`src/rtl/sprite_anim_bitmap.sv`:
```
// ---------------------------------------------------------------------------
// sprite_anim_bitmap
//
// Animated, rotatable sprite bitmap. A constant ROM holds NUM_FRAMES flight
// frames followed by EXPL_FRAMES explosion frames, each OBJECT_HEIGHT_Y rows
// by OBJECT_WIDTH_X columns of 8-bit colour. A small state machine steps
// through the flight loop on startOfFrame pulses, plays the explosion once
// on request, and then blanks the sprite until restarted.
//
// Ports
//   clk             : single clock, all state changes on the rising edge
//   resetN          : asynchronous active-low reset
//   offsetX/offsetY : pixel offset from the sprite's top-left corner
//   InsideRectangle : current pixel lies within the sprite bracket
//   direction       : 0 up, 1 right, 2 down, 3 left (bitmap rotation)
//   startOfFrame    : one-cycle pulse per video frame (animation tick)
//   explode         : one-cycle pulse requesting the explosion sequence
//   restart         : one-cycle pulse re-arming the sprite to flight
//   drawingRequest  : pixel is to be displayed (RGBout not transparent)
//   RGBout          : registered pixel colour, one cycle after the offsets
//   exploding       : high while the explosion sequence is playing
//   explosionDone   : one-cycle pulse when the explosion sequence ends
// ---------------------------------------------------------------------------
module sprite_anim_bitmap #(
    parameter int          OBJECT_WIDTH_X       = 25,
    parameter int          OBJECT_HEIGHT_Y      = 25,
    parameter int          NUM_FRAMES           = 4,
    parameter int          EXPL_FRAMES          = 3,
    parameter int          FRAME_HOLD           = 8,
    parameter logic [7:0]  TRANSPARENT_ENCODING = 8'hFF
) (
    input  logic        clk,
    input  logic        resetN,
    input  logic [10:0] offsetX,
    input  logic [10:0] offsetY,
    input  logic        InsideRectangle,
    input  logic [1:0]  direction,
    input  logic        startOfFrame,
    input  logic        explode,
    input  logic        restart,
    output logic        drawingRequest,
    output logic [7:0]  RGBout,
    output logic        exploding,
    output logic        explosionDone
);

    // -----------------------------------------------------------------------
    // Derived sizes
    // -----------------------------------------------------------------------
    localparam int MAX_SEQ      = (NUM_FRAMES > EXPL_FRAMES) ? NUM_FRAMES : EXPL_FRAMES;
    localparam int FIDX_W       = (MAX_SEQ > 1) ? $clog2(MAX_SEQ) : 1;
    localparam int HOLD_W       = (FRAME_HOLD > 1) ? $clog2(FRAME_HOLD) : 1;
    localparam int TOTAL_FRAMES = NUM_FRAMES + EXPL_FRAMES;
    localparam int ROM_F_W      = (TOTAL_FRAMES > 1) ? $clog2(TOTAL_FRAMES) : 1;

    localparam logic [FIDX_W-1:0]  FLY_LAST  = FIDX_W'(NUM_FRAMES - 1);
    localparam logic [FIDX_W-1:0]  EXPL_LAST = FIDX_W'(EXPL_FRAMES - 1);
    localparam logic [FIDX_W-1:0]  FIDX_ONE  = FIDX_W'(1);
    localparam logic [HOLD_W-1:0]  HOLD_LAST = HOLD_W'(FRAME_HOLD - 1);
    localparam logic [HOLD_W-1:0]  HOLD_ONE  = HOLD_W'(1);
    localparam logic [ROM_F_W-1:0] EXPL_BASE = ROM_F_W'(NUM_FRAMES);

    localparam logic [10:0] W_LIM = 11'(OBJECT_WIDTH_X);
    localparam logic [10:0] H_LIM = 11'(OBJECT_HEIGHT_Y);
    localparam logic [10:0] W_MAX = 11'(OBJECT_WIDTH_X - 1);
    localparam logic [10:0] H_MAX = 11'(OBJECT_HEIGHT_Y - 1);

    // -----------------------------------------------------------------------
    // Elaboration-time parameter checks. Directions 1 and 3 swap rows and
    // columns, which only maps onto the stored bitmap for a square sprite;
    // since direction is a run-time input the sprite must be square.
    // -----------------------------------------------------------------------
    generate
        if (OBJECT_WIDTH_X != OBJECT_HEIGHT_Y) begin : g_chk_square
            $error("sprite_anim_bitmap: rotation needs OBJECT_WIDTH_X == OBJECT_HEIGHT_Y");
        end
        if (FRAME_HOLD < 1) begin : g_chk_hold
            $error("sprite_anim_bitmap: FRAME_HOLD must be at least 1");
        end
        if (NUM_FRAMES < 1 || EXPL_FRAMES < 1) begin : g_chk_frames
            $error("sprite_anim_bitmap: NUM_FRAMES and EXPL_FRAMES must be at least 1");
        end
        if (OBJECT_WIDTH_X < 1 || OBJECT_WIDTH_X > 2047 ||
            OBJECT_HEIGHT_Y < 1 || OBJECT_HEIGHT_Y > 2047) begin : g_chk_size
            $error("sprite_anim_bitmap: sprite dimensions must fit the 11-bit offsets");
        end
    endgenerate

    // -----------------------------------------------------------------------
    // Constant ROM image.
    // The bitmap is a fixed closed-form fill indexed by (frame, row, col):
    //   colour = (37*frame + 11*row + 5*col) mod 256
    // Any entry that would collide with the transparent code has its LSB
    // flipped so every in-bracket pixel of a live sprite is drawn.
    // Synthesis folds this into a constant lookup table.
    // -----------------------------------------------------------------------
    function automatic logic [7:0] rom_lookup(
        input logic [ROM_F_W-1:0] f,
        input logic [10:0]        r,
        input logic [10:0]        c
    );
        logic [7:0] v;
        v = 8'(11'(f) * 11'd37 + r * 11'd11 + c * 11'd5);
        if (v == TRANSPARENT_ENCODING) begin
            v = v ^ 8'h01;
        end
        return v;
    endfunction

    // -----------------------------------------------------------------------
    // Animation state machine
    // -----------------------------------------------------------------------
    typedef enum logic [1:0] {
        FLY     = 2'd0,
        EXPLODE = 2'd1,
        GONE    = 2'd2
    } state_t;

    state_t              state;
    logic [FIDX_W-1:0]   frame_idx;
    logic [HOLD_W-1:0]   hold_cnt;

    // Priority: restart > explode > startOfFrame advance.
    // exploding is registered alongside state so it always equals
    // (state == EXPLODE) without a decode after the flops.
    always_ff @(posedge clk or negedge resetN) begin
        if (!resetN) begin
            state         <= FLY;
            frame_idx     <= '0;
            hold_cnt      <= '0;
            exploding     <= 1'b0;
            explosionDone <= 1'b0;
        end else begin
            explosionDone <= 1'b0;
            if (restart) begin
                state     <= FLY;
                frame_idx <= '0;
                hold_cnt  <= '0;
                exploding <= 1'b0;
            end else if (explode && state == FLY) begin
                state     <= EXPLODE;
                frame_idx <= '0;
                hold_cnt  <= '0;
                exploding <= 1'b1;
            end else if (startOfFrame && state != GONE) begin
                if (hold_cnt == HOLD_LAST) begin
                    hold_cnt <= '0;
                    if (state == FLY) begin
                        frame_idx <= (frame_idx == FLY_LAST) ? '0 : frame_idx + FIDX_ONE;
                    end else if (frame_idx == EXPL_LAST) begin
                        state         <= GONE;
                        frame_idx     <= '0;
                        exploding     <= 1'b0;
                        explosionDone <= 1'b1;
                    end else begin
                        frame_idx <= frame_idx + FIDX_ONE;
                    end
                end else begin
                    hold_cnt <= hold_cnt + HOLD_ONE;
                end
            end
        end
    end

    // -----------------------------------------------------------------------
    // Pixel path: rotate the offsets into stored (row, col), pick the frame
    // from the state sampled on this same edge, and register the colour.
    // -----------------------------------------------------------------------
    logic              in_range;
    logic [10:0]       rom_row;
    logic [10:0]       rom_col;
    logic [ROM_F_W-1:0] rom_frame;
    logic [7:0]        rom_pixel;

    always_comb begin
        in_range = (offsetX < W_LIM) && (offsetY < H_LIM);

        rom_row = offsetY;
        rom_col = offsetX;
        unique case (direction)
            2'd0: begin
                rom_row = offsetY;
                rom_col = offsetX;
            end
            2'd1: begin
                rom_row = H_MAX - offsetX;
                rom_col = offsetY;
            end
            2'd2: begin
                rom_row = H_MAX - offsetY;
                rom_col = W_MAX - offsetX;
            end
            2'd3: begin
                rom_row = offsetX;
                rom_col = W_MAX - offsetY;
            end
            default: begin
                rom_row = offsetY;
                rom_col = offsetX;
            end
        endcase

        if (state == EXPLODE) begin
            rom_frame = EXPL_BASE + ROM_F_W'(frame_idx);
        end else begin
            rom_frame = ROM_F_W'(frame_idx);
        end

        rom_pixel = rom_lookup(rom_frame, rom_row, rom_col);
    end

    always_ff @(posedge clk or negedge resetN) begin
        if (!resetN) begin
            RGBout <= TRANSPARENT_ENCODING;
        end else if (InsideRectangle && in_range && state != GONE) begin
            RGBout <= rom_pixel;
        end else begin
            RGBout <= TRANSPARENT_ENCODING;
        end
    end

    assign drawingRequest = (RGBout != TRANSPARENT_ENCODING);

endmodule

```
`config.mk`:
```
export PLATFORM = sky130hd
export DESIGN_NAME = sprite_anim_bitmap
export DESIGN_NICKNAME = d
export VERILOG_FILES = /design/src/rtl/sprite_anim_bitmap.sv
export SDC_FILE = /design/constraint.sdc
export NUM_CORES = 1
export LEC_CHECK = 0
export CAP_MARGIN = 20
export CORE_ASPECT_RATIO = 1.1
export CORE_MARGIN = 1.5
export CORE_UTILIZATION = 35
export DETAILED_ROUTE_END_ITERATION = 10
export PLACE_DENSITY = 0.54
export REMOVE_ABC_BUFFERS = 1
export SLEW_MARGIN = 20
export SYNTH_ARGS = -nofsm -noshare
export SYNTH_HDL_FRONTEND = slang
export SYNTH_SLANG_ARGS = --single-unit
```
`constraint.sdc`:
```
create_clock -name clk -period 5.3 [get_ports clk]
set_clock_uncertainty 0.05 [all_clocks]
set_input_delay 1.06 -clock clk [delete_from_list [all_inputs] [get_ports clk]]
set_output_delay 1.06 -clock clk [all_outputs]
set_load 0.01 [all_outputs]
```
==> results.py <==
metrics = {
    "drt": {
        "num_vias": 2405,
        "drtIter0Drc": 41,
        "ant_nets": 0,
        "routed_wl_um": 6850,
        "routed_via_density": 5.00,
        "wire_per_inst_um": 14.2,
        "drc_errors": 0,
        "first_pass_iters": 4,
    },
    "yosys": {
        "synthCells": 286,
        "avgSynthCellArea_sq_um": 8.86,
        "synth_seq_cells": 16,
        "seq_area_frac_synth_pct": 16.2,
        "synth_flop_cell": "dfstp_2",
        "synthArstFlopShare_pct": 100,
        "synth_edf_count": 0,
        "yosysUniqueCellTypes": 47,
        "syn_area_sq_um": 2530,
        "yosys_warnings": 0,
    },
    "status": {
        "violations": "negative setup slack",
        "status": "finished, violations left",
    },
    "floorplan": {
        "initial_core_util_pct": 36.2,
        "die_x_um": 84.1,
        "die_h_um": 92.2,
        "fp.dieArea_sq_um": 7760,
        "row_count": 32,
        "io_pins": 41,
        "coreArea_sq_um": 7010,
    },
    "setup_path": {
        "timing.rr.end": "RGBout[0]$_DFF_PN1_",
        "r2r_cells": 17,
        "worstSetupEndpoint": "RGBout[0]$_DFF_PN1_",
        "crit_type": "in -> reg",
        "reg2reg_from": "state[0]$_DFFE_PN0P_",
        "regToRegSetupSlack_ns": 0.73,
        "startpoint_type": "primary input",
        "required_ns": 5.40,
        "endpoint_kind": "flip-flop",
        "crit_start": "offsetY[0]",
        "cp_max_fo": 4,
        "cp.arrival_ns": 5.75,
    },
    "placed_design": {
        "port_buffers": 40,
        "dp.cells": 463,
        "place_congestion": 0.820,
        "dp_slack_ns": -1.58,
        "dp_hpwl_um": 5560,
    },
    "grt": {
        "grt_pass1_vias": 2469,
        "antenna_found_initial": 0,
        "met1_usage_pct": 21.1,
        "use_met3_pct": 1.53,
        "track_usage_pct": 18.3,
        "grt-busiest-layer": "met2",
        "grt_max_degree": 17,
        "grt_overflow": 0,
        "gr-usage-met2_pct": 34.9,
        "grt_pass1_wl_um": 11400,
    },
    "sta": {
        "clock.fmax_ghz": 0.177,
        "min_period_ns": 5.66,
        "drv_slew": 0,
        "setup_ws_ns": -0.357,
        "slew_headroom_pct": 42.1,
        "setup_viol": 2,
        "rsz0062_at_grt": "true",
        "finalHoldViolations": 0,
        "period_share_pct": 107,
        "worstMarginPinSlew_ns": 0.862,
    },
    "power_and_ir_drop": {
        "clock_power_share_pct": 6.2,
        "power_frac_seq_pct": 7.3,
        "power_frac_comb_pct": 86.5,
        "total_power_mw": 1.72,
        "intPower_mw": 1.06,
        "p_sw_share_pct": 38.7,
        "ir_drop_mv": 0.330,
        "power_density_nw_per_um2": 437,
        "p_leak_nw": 1.85,
        "power.switching_mw": 0.666,
    },
    "clock_tree": {
        "cts_tree": "yes",
        "clk_pin_slew_ns": 0.06,
        "clock_sinks": 16,
        "h-tree-depth": 1,
        "hold_buffers": 0,
        "cts_buffer_depth": 2,
        "cts_inserted_buffers": 3,
        "clk_latency_ns": 0.25,
        "root_buffer": "clkbuf_8",
    },
    "hold_path": {
        "hp-class": "reg -> reg",
        "min_path_cells": 2,
    },
    "finish": {
        "fin_nets": 485,
        "drive_above_1_share_pct": 40.2,
        "antennaDiodeCount": 0,
        "fin_util_pct": 56.2,
        "fin_cells": 481,
        "syn_to_final_growth_pct": 55.5,
    },
    "flow_run": {
        "cap_violations": 0,
    },
}
-- final cells by class --
type	instances	area, sq um
sequential	16	410
fill	662	3070
clock buffer	4	55.1
multi-input combinational	219	2240
tap	85	106
inverter	42	161
timing repair buffer	115	962
-- cells in the final DEF (no fill, tap or decap), types with 5 or more instances in the layout --
cell             synthesis  routed
nor3_1                  13       7
buf_4                    3      67
nor2_1                  16      15
ha_4                     0       7
inv_1                   41      35
nand3_1                  7       6
o21ai_2                  0       5
fa_1                    17      15
inv_2                    0       5
ha_1                    41      32
dfrtp_1                  8       8
buf_6                    1       9
mux2i_1                  6       6
dfstp_2                  8       8
clkdlybuf4s50_1          0      27
a21oi_1                 18      12
xnor2_2                  0       5
nand2_1                 21      18
xnor2_1                 15      10
-- power groups by stage --
| stage | Sequential [mW] | Combinational, mW | Clock, mW |
|---|---|---|---|
| CTS | 0.125 | 1.33 | 0.110 |
| global placement | 0.127 | 1.14 | 0 |
| global route | 0.125 | 1.66 | 0.114 |
| finish | 0.125 | 1.49 | 0.107 |
| detailed placement | 0.127 | 1.15 | 0 |
| floorplan | 0.127 | 0.705 | 0 |
-- state kept, by name (all words and copies together), names as in the netlist --
signal	flops
RGBout	8
frame_idx	2
explosionDone	1
state	2
hold_cnt	3
-- worst min-delay path by stage --
stage               slack [ns]                      end                    start
global route              0.50  hold_cnt[2]$_DFFE_PN0P_  hold_cnt[2]$_DFFE_PN0P_
CTS                       0.48  hold_cnt[2]$_DFFE_PN0P_  hold_cnt[2]$_DFFE_PN0P_
finish                    0.48  hold_cnt[2]$_DFFE_PN0P_  hold_cnt[2]$_DFFE_PN0P_
detailed placement        0.48  hold_cnt[2]$_DFFE_PN0P_  hold_cnt[2]$_DFFE_PN0P_
floorplan                 0.45     state[1]$_DFFE_PN0P_     state[1]$_DFFE_PN0P_
global placement          0.47  hold_cnt[1]$_DFFE_PN0P_  hold_cnt[1]$_DFFE_PN0P_
-- critical path, cell delays in order --
cell and delay, ns:
buf_6 0.11, buf_6 0.11, o311a_4 0.39, a21oi_2 0.16
nor2_1 0.06, a21oi_1 0.15, nor2_2 0.07, buf_4 0.14
ha_4 0.23, fa_1 0.53, inv_1 0.05, fa_1 0.49
inv_1 0.05, fa_1 0.48, ha_4 0.19, xnor2_2 0.13
xnor2_1 0.19, xnor2_1 0.16, xnor3_1 0.26, xnor3_1 0.37
o41ai_2 0.28, nand2_1 0.08
-- cells by family after synthesis --
logic type               Yosys count  share of synthesized area (%)
AO/OA/AOI/OAI                     57                           15.0
XOR/XNOR                          21                           8.35
adder cells (fa/ha/maj)           58                           33.7
buffers and inverters             51                           8.35
flip-flops                        16                           16.2
multiplexers                       8                           4.15
AND/OR/NAND/NOR                   75                           14.3
-- routing by layer --
metal | wire length (um) | vias up | share of wire, %
met5 | 0 | - | 0
met4 | 205 | 0 | 3.0
met3 | 229 | 15 | 3.3
met2 | 3650 | 51 | 53
met1 | 2770 | 1132 | 40
li1 | - | 1207 | -
-- repair_timing --
| item | CTS | global route |
|---|---|---|
| endpoints found under the setup margin | 6 | 5 |
| gates cloned | 1 | 0 |
| gates resized for setup | 79 | 51 |
| hold endpoints to repair | 0 | 0 |
| pin swaps | 33 | 24 |
| setup buffers | 10 | 3 |
-- synth_stat cells (2+ instances only) --
cell,n,area (sq um)
fa_1,17,340
buf_4,3,22.5
o21ai_0,11,55.1
nor2b_1,2,12.5
nor3_1,13,65.1
o211ai_1,4,30.0
o311a_1,2,20.0
xor2_1,4,35.0
or3_1,3,18.8
xnor3_1,2,45.0
clkbuf_1,3,11.3
a211oi_1,3,22.5
a221oi_1,2,17.5
ha_1,41,513
a31oi_1,3,18.8
nand3_1,7,35.0
a21oi_1,18,90.1
a21o_1,4,30.0
dfstp_2,8,210
nand2_1,21,78.8
xnor2_1,15,131
dfrtp_1,8,200
nand4_1,2,12.5
nand2b_1,5,31.3
mux4_2,2,45.0
inv_1,41,154
a22oi_1,2,15.0
nor2_1,16,60.1
mux2i_1,6,60.1
-- through the flow --
stage	hold WS [ns]	setup TNS (ns)	instance area, sq um
2_1_floorplan	0.446	-1.14	2480
3_3_place_gp	0.472	-5.49	3440
3_5_place_dp	0.477	-5.58	3440
4_1_cts	0.485	-0.673	3750
5_1_grt	0.501	-1.39	3940
6_report	0.478	-0.514	3940
Note: power is estimated with default switching activity, not from simulation.
